**config.mk**
```make
export PLATFORM = sky130hd
export DESIGN_NAME = spi_target_flat
export DESIGN_NICKNAME = d
export VERILOG_FILES = /design/src/rtl/spi_target_pkg.sv /design/src/rtl/spi_target_if.sv /design/src/rtl/spi_target_sync.sv /design/src/rtl/spi_target.sv /design/src/flat_wrapper.sv
export SDC_FILE = /design/constraint.sdc
export NUM_CORES = 1
export LEC_CHECK = 0
export ABC_CLOCK_PERIOD_IN_PS = 2500
export CAP_MARGIN = 20
export CORE_UTILIZATION = 30
export DETAILED_ROUTE_END_ITERATION = 16
export GPL_ROUTABILITY_DRIVEN = 0
export PLACE_DENSITY = 0.58
export RECOVER_POWER = 50
export SLEW_MARGIN = 25
export SYNTH_ARGS = -nofsm -noshare
export SYNTH_HDL_FRONTEND = slang
export SYNTH_SLANG_ARGS = --single-unit
```
**constraint.sdc**
```tcl
create_clock -name clk -period 2.5 [get_ports clk]
set_input_delay 0.5 -clock clk [delete_from_list [all_inputs] [get_ports clk]]
set_output_delay 0.5 -clock clk [all_outputs]
set_load 0.02 [all_outputs]
```
**src/rtl/spi_target_pkg.sv**
```systemverilog
// Shared constants for the SPI target: register map, bit positions, FSM encoding.
package spi_target_pkg;

  localparam logic [11:0] REG_CONFIG = 12'h000;
  localparam logic [11:0] REG_STATUS = 12'h004;
  localparam logic [11:0] REG_RX     = 12'h008;
  localparam logic [11:0] REG_TX     = 12'h00C;

  localparam int CFG_CPOL           = 0;
  localparam int CFG_CPHA           = 1;
  localparam int CFG_MSB_FIRST      = 2;
  localparam int CFG_ACTIVE_HIGH_CS = 3;
  localparam int CFG_ENABLE         = 4;

  localparam int STS_SELECTED   = 0;
  localparam int STS_RX_VALID   = 1;
  localparam int STS_RX_OVERRUN = 2;
  localparam int STS_TX_EMPTY   = 3;

  localparam logic [4:0] CONFIG_DEFAULT = 5'h04;

  typedef enum logic [1:0] {
    S_IDLE   = 2'd0,
    S_LOAD   = 2'd1,
    S_ACTIVE = 2'd2
  } state_e;

endpackage

```
**src/rtl/spi_target_if.sv**
```systemverilog
// Peripheral bus bundle between the CPU side (master) and the SPI target (slave).
interface spi_target_if;
  import spi_target_pkg::*;

  logic        peripheralEnable;
  logic        peripheralBus_we;
  logic        peripheralBus_oe;
  logic        peripheralBus_busy;
  logic [15:0] peripheralBus_address;
  logic [3:0]  peripheralBus_byteSelect;
  logic [31:0] peripheralBus_dataWrite;
  logic [31:0] peripheralBus_dataRead;
  logic        requestOutput;

  modport master (
    output peripheralEnable, peripheralBus_we, peripheralBus_oe,
           peripheralBus_address, peripheralBus_byteSelect, peripheralBus_dataWrite,
    input  peripheralBus_busy, peripheralBus_dataRead, requestOutput
  );

  modport slave (
    input  peripheralEnable, peripheralBus_we, peripheralBus_oe,
           peripheralBus_address, peripheralBus_byteSelect, peripheralBus_dataWrite,
    output peripheralBus_busy, peripheralBus_dataRead, requestOutput
  );

endinterface

```
**src/rtl/spi_target_sync.sv**
```systemverilog
// Multi-flop synchroniser for an asynchronous pad input, followed by one
// history flop so rising/falling edges can be flagged for a single clk cycle.
module spi_target_sync
  import spi_target_pkg::*;
#(
  parameter int STAGES = 2
) (
  input  logic clk,
  input  logic rst,
  input  logic d_i,
  output logic level_o,
  output logic rise_o,
  output logic fall_o
);

  logic [STAGES-1:0] sync_q;
  logic [STAGES:0]   sync_w;
  logic              prev_q;

  assign sync_w  = {sync_q, d_i};
  assign level_o = sync_q[STAGES-1];
  assign rise_o  = level_o & ~prev_q;
  assign fall_o  = ~level_o & prev_q;

  // Shift the pad value through the chain and remember the last synced level.
  always_ff @(posedge clk) begin
    if (rst) begin
      sync_q <= '0;
      prev_q <= 1'b0;
    end else begin
      sync_q <= sync_w[STAGES-1:0];
      prev_q <= level_o;
    end
  end

endmodule

```
**src/rtl/spi_target.sv**
```systemverilog
// Byte-oriented SPI target with config/status/RX/TX registers on the peripheral bus.
module spi_target
  import spi_target_pkg::*;
#(
  parameter logic [3:0] ID          = 4'h0,
  parameter int         SYNC_STAGES = 2
) (
  input  logic         clk,
  input  logic         rst,
  spi_target_if.slave  bus,
  input  logic         spi_clk,
  input  logic         spi_cs,
  input  logic         spi_mosi,
  output logic         spi_miso,
  output logic         spi_miso_en
);

  logic sclk_lvl_unused, sclk_rise, sclk_fall;
  logic cs_lvl, cs_rise, cs_fall;
  logic mosi_lvl, mosi_rise_unused, mosi_fall_unused;

  spi_target_sync #(.STAGES(SYNC_STAGES)) u_sync_clk (
    .clk(clk), .rst(rst), .d_i(spi_clk),
    .level_o(sclk_lvl_unused), .rise_o(sclk_rise), .fall_o(sclk_fall)
  );
  spi_target_sync #(.STAGES(SYNC_STAGES)) u_sync_cs (
    .clk(clk), .rst(rst), .d_i(spi_cs),
    .level_o(cs_lvl), .rise_o(cs_rise), .fall_o(cs_fall)
  );
  spi_target_sync #(.STAGES(SYNC_STAGES)) u_sync_mosi (
    .clk(clk), .rst(rst), .d_i(spi_mosi),
    .level_o(mosi_lvl), .rise_o(mosi_rise_unused), .fall_o(mosi_fall_unused)
  );

  logic [4:0] config_q;
  logic       rx_valid_q, rx_overrun_q, tx_empty_q;
  logic [7:0] rx_buf_q, tx_buf_q, shift_q;
  logic [2:0] cnt_q;
  logic       miso_q, hold_q;
  state_e     state_q, state_d;

  logic cpol, cpha, msb_first, enable;
  assign cpol      = config_q[CFG_CPOL];
  assign cpha      = config_q[CFG_CPHA];
  assign msb_first = config_q[CFG_MSB_FIRST];
  assign enable    = config_q[CFG_ENABLE];

  logic cs_active, cs_begin, go, lead, trail, sample_edge, shift_edge, byte_done;
  logic [7:0] rx_byte, load_byte;
  assign cs_active   = config_q[CFG_ACTIVE_HIGH_CS] ? cs_lvl : ~cs_lvl;
  assign cs_begin    = config_q[CFG_ACTIVE_HIGH_CS] ? cs_rise : cs_fall;
  assign go          = cs_active & enable;
  assign lead        = cpol ? sclk_fall : sclk_rise;
  assign trail       = cpol ? sclk_rise : sclk_fall;
  assign sample_edge = cpha ? trail : lead;
  assign shift_edge  = cpha ? lead : trail;
  assign byte_done   = (state_q == S_ACTIVE) && go && sample_edge && (cnt_q == 3'd7);
  assign rx_byte     = msb_first ? {shift_q[6:0], mosi_lvl} : {mosi_lvl, shift_q[7:1]};
  assign load_byte   = tx_empty_q ? 8'hFF : tx_buf_q;

  // Bus decode; only byte lane 0 carries register data.
  logic        dev_sel, reg_hit, wr_en, rd_rx;
  logic [11:0] local_addr;
  logic [7:0]  rd_val;
  logic        unused_bus_bits;
  assign dev_sel    = bus.peripheralEnable && (bus.peripheralBus_address[15:12] == ID);
  assign local_addr = bus.peripheralBus_address[11:0];
  assign wr_en      = dev_sel && bus.peripheralBus_we && bus.peripheralBus_byteSelect[0];
  assign unused_bus_bits = ^{bus.peripheralBus_byteSelect[3:1], bus.peripheralBus_dataWrite[31:8]};

  // Register read mux; TX reads back as zero.
  always_comb begin
    reg_hit = 1'b1;
    rd_val  = 8'h00;
    case (local_addr)
      REG_CONFIG: rd_val = {3'b000, config_q};
      REG_STATUS: rd_val = {4'h0, tx_empty_q, rx_overrun_q, rx_valid_q, state_q != S_IDLE};
      REG_RX:     rd_val = rx_buf_q;
      REG_TX:     rd_val = 8'h00;
      default:    reg_hit = 1'b0;
    endcase
  end

  assign bus.requestOutput          = dev_sel && bus.peripheralBus_oe && reg_hit;
  assign bus.peripheralBus_dataRead = bus.requestOutput ? {24'h0, rd_val} : 32'hFFFF_FFFF;
  assign bus.peripheralBus_busy     = 1'b0;
  assign rd_rx                      = bus.requestOutput && (local_addr == REG_RX);

  // FSM next state and pad enable; losing CS or enable always returns to IDLE.
  always_comb begin
    state_d     = state_q;
    spi_miso_en = 1'b0;
    case (state_q)
      S_IDLE:   if (cs_begin && enable) state_d = S_LOAD;
      S_LOAD:   state_d = S_ACTIVE;
      S_ACTIVE: if (byte_done) state_d = S_LOAD;
      default:  state_d = S_IDLE;
    endcase
    if (!go) state_d = S_IDLE;
    if (state_q != S_IDLE && go) spi_miso_en = 1'b1;
  end

  // FSM state register.
  always_ff @(posedge clk) begin
    if (rst) state_q <= S_IDLE;
    else     state_q <= state_d;
  end

  // Shift datapath. hold_q suppresses the first shift edge after LOAD when it
  // arrives before any sample edge, so the preloaded bit is not skipped.
  always_ff @(posedge clk) begin
    if (rst) begin
      shift_q <= 8'h00;
      cnt_q   <= 3'd0;
      miso_q  <= 1'b0;
      hold_q  <= 1'b0;
    end else begin
      case (state_q)
        S_IDLE: cnt_q <= 3'd0;
        S_LOAD: begin
          shift_q <= load_byte;
          miso_q  <= msb_first ? load_byte[7] : load_byte[0];
          hold_q  <= 1'b1;
          cnt_q   <= 3'd0;
        end
        S_ACTIVE: begin
          if (go && sample_edge) begin
            shift_q <= rx_byte;
            cnt_q   <= cnt_q + 3'd1;
            hold_q  <= 1'b0;
          end else if (go && shift_edge) begin
            if (!hold_q) miso_q <= msb_first ? shift_q[7] : shift_q[0];
            hold_q <= 1'b0;
          end
        end
        default: cnt_q <= 3'd0;
      endcase
    end
  end

  // CPU-visible registers; hardware set events win over same-cycle CPU clears.
  always_ff @(posedge clk) begin
    if (rst) begin
      config_q     <= CONFIG_DEFAULT;
      rx_valid_q   <= 1'b0;
      rx_overrun_q <= 1'b0;
      tx_empty_q   <= 1'b1;
      rx_buf_q     <= 8'h00;
      tx_buf_q     <= 8'h00;
    end else begin
      if (wr_en && local_addr == REG_CONFIG) config_q <= bus.peripheralBus_dataWrite[4:0];
      if (wr_en && local_addr == REG_TX) begin
        tx_buf_q   <= bus.peripheralBus_dataWrite[7:0];
        tx_empty_q <= 1'b0;
      end else if (state_q == S_LOAD) begin
        tx_empty_q <= 1'b1;
      end
      if (byte_done) begin
        rx_buf_q   <= rx_byte;
        rx_valid_q <= 1'b1;
      end else if (rd_rx) begin
        rx_valid_q <= 1'b0;
      end
      if (byte_done && rx_valid_q) rx_overrun_q <= 1'b1;
      else if (wr_en && local_addr == REG_STATUS && bus.peripheralBus_dataWrite[STS_RX_OVERRUN])
        rx_overrun_q <= 1'b0;
    end
  end

  assign spi_miso = miso_q;

endmodule

```
**src/flat_wrapper.sv**
```systemverilog
// flat-port wrapper written by rule: the top's interface ports become plain ports
module spi_target_flat import spi_target_pkg::*;
#(
  parameter logic [3:0] ID          = 4'h0,
  parameter int         SYNC_STAGES = 2
)
  (clk, rst, spi_clk, spi_cs, spi_mosi, spi_miso, spi_miso_en, bus_peripheralEnable, bus_peripheralBus_we, bus_peripheralBus_oe, bus_peripheralBus_address, bus_peripheralBus_byteSelect, bus_peripheralBus_dataWrite, bus_peripheralBus_busy, bus_peripheralBus_dataRead, bus_requestOutput);
  spi_target_if bus_i ();
  input  logic clk;
  input  logic rst;
  input  logic spi_clk;
  input  logic spi_cs;
  input  logic spi_mosi;
  output logic spi_miso;
  output logic spi_miso_en;
  input wire logic [$bits(bus_i.peripheralEnable)-1:0] bus_peripheralEnable;
  input wire logic [$bits(bus_i.peripheralBus_we)-1:0] bus_peripheralBus_we;
  input wire logic [$bits(bus_i.peripheralBus_oe)-1:0] bus_peripheralBus_oe;
  input wire logic [$bits(bus_i.peripheralBus_address)-1:0] bus_peripheralBus_address;
  input wire logic [$bits(bus_i.peripheralBus_byteSelect)-1:0] bus_peripheralBus_byteSelect;
  input wire logic [$bits(bus_i.peripheralBus_dataWrite)-1:0] bus_peripheralBus_dataWrite;
  output wire logic [$bits(bus_i.peripheralBus_busy)-1:0] bus_peripheralBus_busy;
  output wire logic [$bits(bus_i.peripheralBus_dataRead)-1:0] bus_peripheralBus_dataRead;
  output wire logic [$bits(bus_i.requestOutput)-1:0] bus_requestOutput;
  assign bus_i.peripheralEnable = bus_peripheralEnable;
  assign bus_i.peripheralBus_we = bus_peripheralBus_we;
  assign bus_i.peripheralBus_oe = bus_peripheralBus_oe;
  assign bus_i.peripheralBus_address = bus_peripheralBus_address;
  assign bus_i.peripheralBus_byteSelect = bus_peripheralBus_byteSelect;
  assign bus_i.peripheralBus_dataWrite = bus_peripheralBus_dataWrite;
  assign bus_peripheralBus_busy = bus_i.peripheralBus_busy;
  assign bus_peripheralBus_dataRead = bus_i.peripheralBus_dataRead;
  assign bus_requestOutput = bus_i.requestOutput;
  spi_target #(.ID(ID), .SYNC_STAGES(SYNC_STAGES)) u_core (.clk(clk), .rst(rst), .bus(bus_i), .spi_clk(spi_clk), .spi_cs(spi_cs), .spi_mosi(spi_mosi), .spi_miso(spi_miso), .spi_miso_en(spi_miso_en));
endmodule
```
Word level (Yosys, flattened, before mapping)
Cells that the tools add are included.

storage, ports and cells
  register bits after elaboration = 47
  output and inout bits = 36
  word-level logic and storage cells = 106

cells by class
  add/subtract/negate cells = 1
  equality and inequality tests = 13
  multiplexer cells = 32
  bitwise operators = 11
  reduce and logical (&&, ||, !) cells = 33

operators by type and width
  cell                                                                      number
  32-bit two-way mux                                                        1
  12-bit by 4-bit == test with 1-bit output (second input constant)         2
  8-bit two-way mux                                                         3
  8-bit one-hot mux with 3 select lines                                     1
  1-bit two-way mux                                                         21
  1-bit logical AND                                                         18
  8-bit one-hot mux with 2 select lines                                     1
  12-bit by 3-bit == test with 1-bit output (second input constant)         1
  12-bit logical NOT                                                        1
  2-bit nonzero test                                                        5
  2-bit inequality test (second input constant)                             4
  1-bit inverter                                                            6
  2-bit one-hot mux with 3 select lines                                     1
  2-bit AND reduction                                                       3
  1-bit AND                                                                 5
  4-bit logical NOT                                                         1
  2-bit two-way mux                                                         2
  2-bit by 1-bit inequality test with 1-bit output (second input constant)  2
  1-bit one-hot mux with 2 select lines                                     2
  4-bit AND reduction                                                       1
  2-bit OR reduction                                                        2
  4-bit OR reduction                                                        1
  3-bit by 1-bit adder with 3-bit output (second input constant)            1
  3-bit == test (second input constant)                                     1
  other kinds (4)                                                           4

Longest topological paths before layout
Gate-level depths: netlist of the first run.

  word-level depth = 8
  depth in mapped cells = 6
  gate-level depth less buffers = 5

By module
A second synthesis of the first run with hierarchy kept.

unflattened totals
  cell total of the unflattened synthesis = 319
  area, all modules = 2,786.4 um2

by module, submodules not included
  module           times used  cells an instance  area an instance (um2)  sequential area each (um2)
  spi_target       1           295                2,512.4                 780.7
  spi_target_sync  3           8                  91.3                    60.1

Worst setup path before layout of the first run
Ideal clock, no wire load.

  path kind = input to output
  start point = in bus_peripheralBus_address[5]
  end point = out bus_peripheralBus_dataRead[10]
  arrival time = 1,997 ps
  path slack = 3 ps
  stages = 5
  buffers on the path = 1
  path through = nor4_4 nand3_2 nor2_4 inv_1 buf_4

between the ends
  word-level cells in the longest chain between the ends = 5

RTL lines
  what                                                                     RTL line            text
  from (decl)                                                              flat_wrapper.sv:19  input wire logic [$bits(bus_i.peripheralBus_address)-1:0] bus_peripheralBus_address;
  12-bit by 3-bit == test with 1-bit output, or another cell as far along  spi_target.sv:75    case (local_addr)
  4-bit OR reduction (no line) *                                           --
  1-bit two-way mux *                                                      spi_target.sv:75
  1-bit logical AND *                                                      spi_target.sv:84    assign bus.requestOutput = dev_sel && bus.peripheralBus_oe && reg_hit;
  net bus_requestOutput                                                    flat_wrapper.sv:24  output wire logic [$bits(bus_i.requestOutput)-1:0] bus_requestOutput;
  32-bit two-way mux *                                                     spi_target.sv:85    assign bus.peripheralBus_dataRead = bus.requestOutput ? {24'h0, rd_val} : 32'hFFFF_FFFF;
  to (decl)                                                                flat_wrapper.sv:23  output wire logic [$bits(bus_i.peripheralBus_dataRead)-1:0] bus_peripheralBus_dataRead;

The timed path passes the listed nets; every way through them passes the cells marked *.

Worst setup path in the final report of the first run
  start point = in bus_peripheralBus_address[1]
  end point = out bus_peripheralBus_dataRead[0]

between the ends
  word-level cells in the longest chain between the ends = 5

RTL lines
  what                                                                     RTL line
  12-bit by 3-bit == test with 1-bit output, or another cell as far along  spi_target.sv:75
  4-bit OR reduction (no line)                                             --
  1-bit two-way mux                                                        spi_target.sv:75
  1-bit logical AND                                                        spi_target.sv:84
  32-bit two-way mux *                                                     spi_target.sv:85

Mark *: on every way between the ends. The rest lies on a longest branch, timed or not.

==> results of run 1 <==
## final cells by class
cell class / count / area (um^2) / share of cell area
multi-input combinational: 205 / 1400 / 0.416
sequential: 47 / 941 / 0.280
timing repair buffer: 99 / 759 / 0.226
tap: 105 / 131 / 0.0391
clock buffer: 6 / 82.6 / 0.0246
clock inverter: 2 / 35.0 / 0.0104
inverter: 3 / 11.3 / 0.00335
## through the flow
step	instance area, um^2	setup TNS, ns	cells	worst slack, ns
2_1_floorplan	2610	0	296	0.00313
3_3_place_gp	3280	-19.13	444	-0.603
3_5_place_dp	3280	-19.19	444	-0.614
4_1_cts	3350	0	465	0.000358
5_1_grt	3360	-0.00250	467	-0.00250
6_report	3360	0	467	0.0480
## worst register-to-register path, delay by kind of cell (launching register included)
| family | cells | cell delay, ns |
|---|---|---|
| AO/OA/AOI/OAI | 1 | 0.13 |
| buffers and inverters | 1 | 0.27 |
| flip-flops | 1 | 0.42 |
| AND/OR/NAND/NOR | 3 | 0.86 |
## routing by layer
layer / track usage / wire, um / share of wire
met1: 0.210 / 3310 / 0.48
met2: 0.258 / 3150 / 0.46
met3: 0.0439 / 317 / 0.046
met4: 0.0518 / 112 / 0.016
met5: 0 / 0 / 0
## power by group through the flow
stage	Combinational [mW]	Sequential, mW	Clock [mW]
floorplan	0.0446	0.773	0
global placement	0.113	0.773	0
detailed placement	0.114	0.773	0
CTS	0.117	0.756	0.606
global route	0.123	0.756	0.639
finish	0.115	0.756	0.594
## worst min-delay path by stage
stage / from / end / slack [ns] / cells past startpoint
2_1_floorplan: u_core.u_sync_clk.sync_q[0] / u_core.u_sync_clk.sync_q[1] / 0.41 / 1
3_3_place_gp: u_core.u_sync_clk.sync_q[0] / u_core.u_sync_clk.sync_q[1] / 0.43 / 1
3_5_place_dp: u_core.u_sync_clk.sync_q[0] / u_core.u_sync_clk.sync_q[1] / 0.44 / 1
4_1_cts: u_core.u_sync_mosi.sync_q[0] / u_core.u_sync_mosi.sync_q[1] / 0.46 / 1
5_1_grt: u_core.u_sync_mosi.sync_q[0] / u_core.u_sync_mosi.sync_q[1] / 0.46 / 1
6_report: u_core.u_sync_mosi.sync_q[0] / u_core.u_sync_mosi.sync_q[1] / 0.45 / 1
## cell families (layout without fill, tap and decap cells)
| logic type | count (synthesis) | count (layout) | synth area share |
|---|---|---|---|
| xor+xnor | 2 | 2 | 0.0125 |
| mux | 21 | 21 | 0.0874 |
| buf+inv | 44 | 110 | 0.108 |
| flops | 47 | 47 | 0.361 |
| compound gates | 70 | 70 | 0.169 |
| other cells | 1 | 1 | 0.00144 |
| fa+ha+maj | 2 | 2 | 0.00960 |
| simple gates | 109 | 109 | 0.251 |
## sequential cells by signal, indices dropped and copies added, names as in the netlist
register and cells:
u_core.hold_q 1, u_core.config_q 5, u_core.rx_buf_q 8, u_core.shift_q 8
u_core.u_sync_cs.sync_q 2, u_core.tx_empty_q 1, u_core.u_sync_clk.sync_q 2, u_core.tx_buf_q 8
u_core.spi_miso 1, u_core.rx_overrun_q 1, u_core.rx_valid_q 1, u_core.u_sync_clk.prev_q 1
u_core.u_sync_mosi.sync_q 2, u_core.u_sync_cs.prev_q 1, u_core.state_q 2, u_core.cnt_q 3
## synth_stat cells (3+ instances only)
cell type	number
nand2_1	22
a211o_1	7
o21ai_0	20
clkbuf_1	8
inv_1	3
a211oi_1	9
and4_1	3
buf_4	26
nand2b_1	14
mux2i_1	19
a21oi_1	19
dfxtp_1	47
nor2_1	6
buf_2	5
a31oi_1	8
nand4_1	9
nor3_1	7
nand3_1	16
nor2b_1	13
## layout by cell type (no fill, tap or decap), drive strengths merged, types with 3 or more instances in the layout
| master | netlist | final |
|---|---|---|
| nor2 | 7 | 7 |
| and3 | 3 | 3 |
| clkdlybuf4s50 | 0 | 21 |
| inv | 3 | 3 |
| mux2i | 19 | 19 |
| clkbuf | 9 | 9 |
| o21ai | 20 | 20 |
| buf | 32 | 61 |
| a21oi | 20 | 20 |
| dfxtp | 47 | 47 |
| a211oi | 9 | 9 |
| nand2b | 14 | 14 |
| nor2b | 13 | 13 |
| nor3 | 8 | 8 |
| dlygate4sd2 | 0 | 6 |
| a211o | 7 | 7 |
| nand4 | 9 | 9 |
| and4 | 3 | 3 |
| dlymetal6s2s | 0 | 5 |
| nand2 | 22 | 22 |
| nand3 | 18 | 18 |
| a31oi | 8 | 8 |
## what timing repair did
action / CTS / global route
buffers inserted: 13 / 2
endpoints found under the setup margin: 33 / 33
gates resized for setup: 147 / 5
pin swaps: 8 / 8
==> out/qor.txt, run 1 <==
Crit path top cell by count = buf_4
Capturing point of the worst reg2reg path = u_core.rx_buf_q[3]
Die H = 95.2 um
Die area = 0.00906 mm^2
Vias in the first global route = 2319
Final min period = 2.45 ns
Slowest CP cell = clkdlybuf4s50_1
DRC = 0
CTS tree = yes
Syn_area_per_cell = 8.80 um^2
Yosys warns = 0
Fin crit share = 0.981
Routed wire per std cell = 14.8 um
Leading area contributor after synthesis = dfxtp_1
Final setup fails = 0
FF-to-FF path depth = 5
Area growth syn-to-layout = 28.9%
Quantity of hold-fixing buffers added after cts = 0
Kind of start point of the critical path = input pin
Layout net count = 423
Via Count = 2314
Fmax = 408 MHz
Initial Util = 0.314
Comb power frac = 0.078
Reg clk slew, reported paths = 0.08 ns
Seq pwr share = 0.516
Share of layout cells above drive strength 1 = 0.254
Starting DRT DRC Count = 101
H-tree depth = 2
Mapped Area = 0.00261 mm^2
Fillers = 842
Post-Synthesis Cells = 296
Largest net degree at the start of global routing = 55
1st-pass router iterations = 4
Synth top area share = 0.361
Flop2flop setup slack = 0.66 ns
Gr ovfl total = 0
Critical path buffer and inverter count = 5
GRT Total Usage = 0.162
Setup crit end = bus_peripheralBus_dataRead[0]
FF+latch count, synth = 47
CP required = 2.00 ns
WP depth = 9
Initial antenna violation count = 0
Arr. time, crit path = 1.95 ns
Slew headroom = 0.313
IO Port Bufs = 67
Sw Ratio = 0.219
Vias/cell = 4.96
Crit path capture type = output pin
Critical path's top delay family = buffers and inverters
Distinct cells, synth = 46
Core Rows = 33
Fin. max-slew vios = 0
Worst skew pair latency = 0.31 ns
First-pass GRT wire length = 11.2 mm
Crit-path max FO = 5
Routed WL = 6.89 mm
CP peak stage delay = 0.40 ns
Max-Cap Viols = 0
VDD IR-drop max = 0.209 mV
Clock Power Share = 0.406
Status = finished, final reports clean
Power, Total = 1.46 mW
Die Wd = 95.2 um
CP cell instances = clkdlybuf4s50_1, nor2_1, buf_4, nand3_2, nor2_4, buf_6, buf_4, nand4_1, buf_4
Antenna Cells = 0
Prevailing post-synth register cell = dfxtp_1
Io pins = 96
Clk_skew = 0.00557 ns
Number of buffers created by CTS = 5
Internal power = 1.14 mW
Register area share after synthesis = 0.361
RSZ-0062 raised after global routing = true
DRT antenna net count = 0
Number of synthesized flops with an enable pin = 0
Clk sinks = 47
Actual slew at the worst max-slew pin = 1.03 ns
Dominant cells by area after synthesis = dfxtp_1, buf_4, mux2i_1
Clock Tree Buf Depth = 2
Total core area = 0.00830 mm^2
Syn_nets = 358
Final core occ = 0.405
Switch Pwr = 0.321 mW
DP HPWL = 4.81 mm
Crit Reg-Reg Startpoint = u_core.state_q[1]
CTS Root Cell = clkbuf_8
Final hold violation count = 0
Async set or reset register ratio after synthesis = 0
Worst setup path start = bus_peripheralBus_address[1]
Cell Pwr Density = 436 mW/mm^2
Leakage = 1.33 nW
Hold slack = 0.451 ns
Kind of critical path = input pin to output pin
Min-Delay Path Class = flip-flop to flip-flop
Note: power is estimated with default switching activity, not from simulation.
==> run 2, diff against run 1 <==
--- a/config.mk
+++ b/config.mk
@@ -5,14 +5,13 @@
 export SDC_FILE = /design/constraint.sdc
 export NUM_CORES = 1
 export LEC_CHECK = 0
-export ABC_CLOCK_PERIOD_IN_PS = 2500
+export ABC_CLOCK_PERIOD_IN_PS = 2100
 export CAP_MARGIN = 20
 export CORE_UTILIZATION = 30
 export DETAILED_ROUTE_END_ITERATION = 16
 export GPL_ROUTABILITY_DRIVEN = 0
-export PLACE_DENSITY = 0.58
+export PLACE_DENSITY = 0.6
 export RECOVER_POWER = 50
-export SLEW_MARGIN = 25
 export SYNTH_ARGS = -nofsm -noshare
 export SYNTH_HDL_FRONTEND = slang
 export SYNTH_SLANG_ARGS = --single-unit
==> constraint.sdc (replaced) <==
create_clock -name clk -period 2.1 [get_ports clk]
set_input_delay 0.42 -clock clk [delete_from_list [all_inputs] [get_ports clk]]
set_output_delay 0.42 -clock clk [all_outputs]
set_load 0.02 [all_outputs]
==> run 2 against run 1 <==
Wire length decreased by 4.6%. Via count increased by 2.9%. Clock skew decreased by 0.0012 ns. Utilization increased by 3.0 points. Global-route usage decreased by 1.4 points. Largest cell class unchanged.
==> out/qor.txt, run 2 (same netlist as run 1, synthesis figures left out) <==
Die Wd = 95.2 um
VDD IR-drop max = 0.224 mV
Slew headroom = 0.323
DP Worst Slack = -0.805 ns
Starting DRT DRC Count = 122
Fillers = 821
Slowest CP cell = nor4_4
Clock Tree Buf Depth = 2
Clk sinks = 47
Crit path top cell by count = buf_6
Worst setup path start = bus_peripheralBus_address[4]
Cell Pwr Density = 479 mW/mm^2
1st-pass router iterations = 4
RSZ-0062 raised after global routing = true
Leading registers by flop count = u_core.rx_buf_q: 8 flops, u_core.shift_q: 8 flops, u_core.tx_buf_q: 8 flops
Vias/cell = 4.99
CP required = 1.68 ns
Leakage = 1.46 nW
Flop2flop setup slack = 0.32 ns
Hold path startpoint = u_core.u_sync_clk.sync_q[0]
Initial antenna violation count = 0
Kind of critical path = input pin to output pin
Fin. max-slew vios = 0
Layout net count = 433
Post-route cell area = 0.00361 mm^2
Die area = 0.00906 mm^2
Reg clk slew, reported paths = 0.09 ns
DRC = 0
DRT antenna net count = 0
Non-Filler Instances = 477
Number of buffers created by CTS = 5
Final min period = 2.05 ns
Gr ovfl total = 0
Commonest non-fill, non-tap cells in the layout = buf_4, dfxtp_1, buf_6
Total core area = 0.00830 mm^2
Share of layout cells above drive strength 1 = 0.323
Io pins = 96
Final setup fails = 0
Arr. time, crit path = 1.63 ns
Crit Reg-Reg Startpoint = u_core.config_q[0]
Routed wire per std cell = 13.8 um
Core Rows = 33
CTS Root Cell = clkbuf_8
First-pass GRT wire length = 10.6 mm
IO Port Bufs = 67
Final hold violation count = 0
FF-to-FF path depth = 4
WP depth = 8
DP HPWL = 4.67 mm
Min-Delay Path Class = flip-flop to flip-flop
Worst Hold Path Cells = 1
CP peak stage delay = 0.34 ns
Antenna Cells = 0
Routed WL = 6.57 mm
CTS tree = yes
Clk_skew = 0.00437 ns
Status = finished, final reports clean
Fin crit share = 0.976
DP Area = 0.00330 mm^2
Critical path's top delay family = simple AND/OR/NAND/NOR gates
Vias in the first global route = 2282
Fin worst setup slack = 0.0506 ns
Critical path buffer and inverter count = 4
Actual slew at the worst max-slew pin = 1.02 ns
Crit path capture type = output pin
Via Count = 2382
Area growth syn-to-layout = 38.4%
Largest net degree at the start of global routing = 55
Quantity of hold-fixing buffers added after cts = 0
Crit-path max FO = 5
Max-Cap Viols = 0
Die H = 95.2 um
Worst skew pair latency = 0.30 ns
Cells after DPL = 445
Fmax = 488 MHz
CP cell instances = buf_6, nor4_4, nand3_4, nor2_4, buf_6, buf_6, nand4_1, buf_6
GRT Total Usage = 0.148
Initial Util = 0.314
Kind of start point of the critical path = input pin
H-tree depth = 2
[run 2: worst reg2reg max path, delay by kind of cell, from the launching register on]
kind,cells,cell delay [ns]
multiplexers,2,0.65
flip-flops,1,0.41
AO/OA/AOI/OAI,1,0.38
XOR/XNOR,1,0.27
[run 2: path summary, 6_finish.rpt]
| path | endpoint |
|---|---|
| worst min register to register | u_core.u_sync_clk.sync_q[1] |
| worst max register to register | u_core.shift_q[7] |
| worst min-delay path | u_core.u_sync_clk.sync_q[1] |
| worst max-delay path | bus_peripheralBus_dataRead[0] |
[run 2: repair_timing]
item | in CTS | in global routing
setup endpoints to repair | 34 | 34
hold endpoints to repair | 0 | 0
setup buffers | 22 | 4
gates cloned | 1 | 0
gates resized for setup | 231 | 24
pin swaps | 7 | 10
[run 2: report_power, final]
group,total (mW),internal [mW],switching (mW)
sequential,0.899,0.897,0.00289
clock,0.683,0.385,0.298
combinational,0.144,0.0822,0.0620
[run 2: cell type report]
class,instances,area (um^2),share of cell area
multi-input cells,205,1430,0.397
clock buffers,6,82.6,0.0229
clock inverters,2,35.0,0.00972
flip-flops and latches,47,941,0.261
well taps,105,131,0.0364
inverters,3,11.3,0.00312
repair buffers,109,972,0.270
[run 2: layer usage]
layer	wire length, um	up-vias	share of wire	GRT usage
met4	49	0	0.0075	0.0303
met2	3290	72	0.50	0.268
met3	384	5	0.058	0.0311
li1	-	1192	-	-
met1	2850	1113	0.43	0.179
met5	0	-	0	0
[run 2: per-stage QoR]
| step | hold slack, ns | power (mW) | utilization | setup TNS, ns |
|---|---|---|---|---|
| detailed placement | 0.423 | 1.06 | 0.398 | -26.17 |
| floorplan | 0.414 | 0.973 | - | -5.45 |
| finish | 0.443 | 1.73 | 0.434 | 0 |
| global route | 0.461 | 1.80 | 0.434 | -0.0226 |
| global placement | 0.417 | 1.06 | 0.398 | -26.10 |
| CTS | 0.445 | 1.74 | 0.427 | 0 |
==> edit 1 (settings of run 2) <==
`SYNC_STAGES` is set to 2 in 2 places; all go to 1.
--- a/src/rtl/spi_target.sv
+++ b/src/rtl/spi_target.sv
@@ -3,7 +3,7 @@
   import spi_target_pkg::*;
 #(
   parameter logic [3:0] ID          = 4'h0,
-  parameter int         SYNC_STAGES = 2
+  parameter int         SYNC_STAGES = 1
 ) (
   input  logic         clk,
   input  logic         rst,
--- a/src/flat_wrapper.sv
+++ b/src/flat_wrapper.sv
@@ -2,7 +2,7 @@
 module spi_target_flat import spi_target_pkg::*;
 #(
   parameter logic [3:0] ID          = 4'h0,
-  parameter int         SYNC_STAGES = 2
+  parameter int         SYNC_STAGES = 1
 )
   (clk, rst, spi_clk, spi_cs, spi_mosi, spi_miso, spi_miso_en, bus_peripheralEnable, bus_peripheralBus_we, bus_peripheralBus_oe, bus_peripheralBus_address, bus_peripheralBus_byteSelect, bus_peripheralBus_dataWrite, bus_peripheralBus_busy, bus_peripheralBus_dataRead, bus_requestOutput);
   spi_target_if bus_i ();
Check against the original RTL: not equivalent (Yosys sat finds a counterexample within 4 cycles, from zero or initial values and one cycle with rst high).
==> edit 1 against run 2 <==
Worst setup slack worse by 49 ps. Power down 10%. Sequential cell count down 3. Via count down 2.9%. Clock power down 18%. First-iteration DRC count down 42%. Routed wire length up 0.40%. Largest cell class unchanged. Area after synthesis down 4.7%. Synthesized cell count down 2.4%. Clock skew up 4.7 ps. Cell area down 2.4%.
==> edit 1: results (changes against run 2) <==
metric	value	unit	change
min_from	u_core.spi_miso		was u_core.u_sync_clk.sync_q[0]
use_met1	20.9	%	was 17.9%
period_needed	2100	ps	was 2050 ps
cp.arrival	1680	ps	was 1630 ps
place_ws	-819	ps	was -805 ps
wl_met1	3.11	mm	was 2.85 mm
wl_met3	235	µm	was 384 µm
worstSetupStartpoint	bus_peripheralBus_address[15]		was bus_peripheralBus_address[4]
hold_slack	479	ps	was 443 ps
synth_cells	289		was 296
slowest_stage	nand4b_1		was nor4_4
placed_cell_area	0.00322	mm²	was 0.00330 mm²
route.met2.wl	3.21	mm	was 3.29 mm
clock_skew	9.11	ps	was 4.37 ps
p_leak	1.43	nW	was 1.46 nW
use_met2	26.5	%	was 26.8%
path_max_fanout	6		was 5
grt_max_degree	52		was 55
grtUsageTotal	15.7	%	was 14.8%
status	complete, no violations		unchanged
synth_area_leaders	dfxtp_1 35%, mux2i_1 7.7%, buf_4 7.6%		was dfxtp_1 36%, buf_4 7.5%, mux2i_1 7.3%
wire_per_inst	14.2	µm	was 13.8 µm
ys_seq_area_share	35.4	%	was 36.1%
clk-power	0.561	mW	was 0.683 mW
syn_nets	351		was 358
power.switching	0.363	mW	about the same
drive_gt1_share	30.4	%	was 32.3%
synthDistinctLibCells	42		was 46
grt_util_met3	2.36	%	was 3.11%
synth_commonest_cells	44 x dfxtp_1, 25 x buf_4, 22 x nand2_1		was 47 x dfxtp_1, 26 x buf_4, 22 x nand2_1
hpwl	4.72	mm	was 4.67 mm
r2r_slack	300	ps	was 320 ps
cpLargestDelayFamily	buffers and inverters		was simple AND/OR/NAND/NOR gates
grt_pass1_wl	10.9	mm	was 10.6 mm
grt_pass1_vias	2221		was 2282
max_stage_delay	220	ps	was 340 ps
critPathCapture	bus_peripheralBus_dataRead[25]		was bus_peripheralBus_dataRead[0]
wl	6.60	mm	was 6.57 mm
[edit 1: what timing repair did]
item / CTS / global route
gates cloned: 2 / 0
pin swaps: 7 / 5
buffers inserted: 17 / 1
resized for setup: 230 / 35
endpoints found under the hold margin: 0 / 0
setup endpoints to repair: 33 / 34
[edit 1: worst register-to-register path, stage by stage, from the launching register on]
cell and delay, ps:
dfxtp_1 370, xnor2_2 320, mux2_4 420, a21oi_4 380, mux2i_1 240
[edit 1: cell families after synthesis]
group           count (synthesis)  synth area share (%)
fa+ha+maj                       2                  1.01
mux                            21                  9.16
buf+inv                        43                  10.6
xor+xnor                        2                  1.31
other cells                     1                 0.151
flops                          44                  35.4
compound gates                 70                  17.8
simple gates                  106                  24.5
[edit 1: layout make-up]
class / count / area [µm²]
Multi-Input combinational cell: 202 / 1390
Tap cell: 102 / 128
Timing Repair Buffer: 105 / 1010
Clock buffer: 6 / 82.6
Fill cell: 773 / 4370
Inverter: 3 / 15.0
Sequential cell: 44 / 881
Clock inverter: 2 / 10.0
==> edit 2 (config.mk and constraints of run 2) <==
Made on the original files. Put one more register stage on the output `spi_miso`, cleared by the reset. The value now appears one clock later. The other outputs are not delayed to match.
--- a/src/rtl/spi_target.sv
+++ b/src/rtl/spi_target.sv
@@ -167,7 +167,13 @@
     end
   end
 
-  assign spi_miso = miso_q;
+  always_ff @(posedge clk) begin
+    if (rst) begin
+      spi_miso <= '0;
+    end else begin
+      spi_miso <= miso_q;
+    end
+  end
 
 endmodule
 
Behaviour: not the same (Yosys sat finds a counterexample within 10 cycles, from zero or initial values and one cycle with rst high).
==> edit 2 against run 2 <==
The flow now finishes with violations (capacitance limit, slew limit, setup timing). Area after synthesis increased by 3.5%. Via count is 0.71% higher. Sequential cell count rose by 1. Sequential share of layout area shrank 0.65 points. Register-to-register slack lost 140 ps. Routed wire length rose by 7.2%. Power is 1.2% lower. Clock power fell by 6.0%. Critical path depth is the same. Global-route usage grew 0.71 points. Worst setup slack lost 79 ps. Cell count down 0.21%. Synthesized cell count is 1.0% higher. Cell area increased by 4.8%.
==> edit 2: results (changes against run 2) <==
metric	value	unit	change
wl_met3	293	µm	was 384 µm
dp_cells	453		was 445
synth_cells	299		was 296
r2r-end	u_core.shift_q[6]		was u_core.shift_q[7]
use_met1	20.5	%	was 17.9%
tightest_slew	1510	ps	was 1020 ps
synth_area_leaders	dfxtp_1 36%, buf_4 7.2%, mux2i_1 6.7%		was dfxtp_1 36%, buf_4 7.5%, mux2i_1 7.3%
via_per_inst	5.04		was 4.99
fill_cells	856		was 821
p_leak	1.56	nW	was 1.46 nW
worstSetupStartpoint	bus_peripheralBus_address[8]		was bus_peripheralBus_address[4]
port_buffers	67		unchanged
clock_skew	14.3	ps	was 4.37 ps
ys_seq_area_share	35.6	%	was 36.1%
wire_per_inst	14.8	µm	was 13.8 µm
wl	7.05	mm	was 6.57 mm
r2r_slack	180	ps	was 320 ps
max_cap_violations	1		was 0
violations	capacitance limit, slew limit, setup timing		
irDropWorstVdd	0.000316	V	was 0.000224 V
wl_met1	3.38	mm	was 2.85 mm
syn_nets	361		was 358
root_buffer	clkbuf_8		unchanged
status	complete, but fails checks		was complete, no violations
final_max_slew_viol_count	37		was 0
place_ws	-829	ps	was -805 ps
critPathCapture	bus_peripheralBus_dataRead[20]		was bus_peripheralBus_dataRead[0]
setup_slack	-27.9	ps	was 50.6 ps
use_met2	25.4	%	was 26.8%
hpwl	5.13	mm	was 4.67 mm
grt_util_met3	3.11	%	about the same
grtUsageTotal	15.5	%	was 14.8%
grt_max_degree	37		was 55
cp.arrival	1710	ps	was 1630 ps
diodes	0		unchanged
synth_commonest_cells	48 x dfxtp_1, 26 x buf_4, 22 x nand2_1		was 47 x dfxtp_1, 26 x buf_4, 22 x nand2_1
drt_iter0_markers	71		was 122
grt_pass1_wl	11.9	mm	was 10.6 mm
synthDistinctLibCells	50		was 46
fin_nets	431		was 433
route.met2.wl	3.26	mm	was 3.29 mm
drive_gt1_share	33.2	%	was 32.3%
path_max_fanout	6		was 5
setup_viol	18		was 0
==> edit 2: cells by family (layout without fill, tap and decap cells) <==
logic type      count (synthesis)  after routing  share of synthesized area [%]
fa+ha+maj                       2              2                          0.927
mux                            20             20                           8.07
xor+xnor                        2              2                           1.21
flops                          48             48                           35.6
compound gates                 71             71                           18.9
buf+inv                        44            113                           10.8
simple gates                  111            111                           24.4
other cells                     1              1                          0.139
==> edit 2: stage by stage <==
stage | util (%) | hold WS (ps) | cell area [µm²] | TNS [ps]
finish | 43.3 | 446 | 3780 | -459
global route | 43.3 | 463 | 3780 | -2140
CTS | 43.4 | 450 | 3780 | -1840
detailed placement | 39.2 | 429 | 3420 | -25280
global placement | 39.2 | 417 | 3420 | -24550
floorplan | - | 414 | 2720 | -7050
==> edit 2: worst max-delay path, delay by kind of cell <==
| family | cells | cell delay, ps |
|---|---|---|
| simple gates | 3 | 630 |
| buf+inv | 5 | 660 |
==> edit 2: area by class of cell <==
type,instances,area (µm²),area share [%]
multi-input cells,207,1490,39.4
repair buffers,105,1080,28.7
flip-flops and latches,48,961,25.4
well taps,108,135,3.58
clock buffers,5,68.8,1.82
clock inverters,1,30.0,0.795
inverters,2,11.3,0.298
==> edit 2: timing repair <==
item / CTS / global route
buffers inserted: 16 / 3
gates resized for setup: 250 / 47
setup endpoints to repair: 34 / 36
pin swaps: 7 / 17
gates cloned: 3 / 0
hold buffers: 0 / 0
==> edit 2: where the power goes <==
group          leakage, nW  total, mW  internal (mW)  switching, mW
logic                 1.12      0.145         0.0832         0.0614
registers            0.388      0.919          0.916        0.00298
clock network       0.0501      0.642          0.342          0.300
total                 1.56       1.71           1.34          0.364
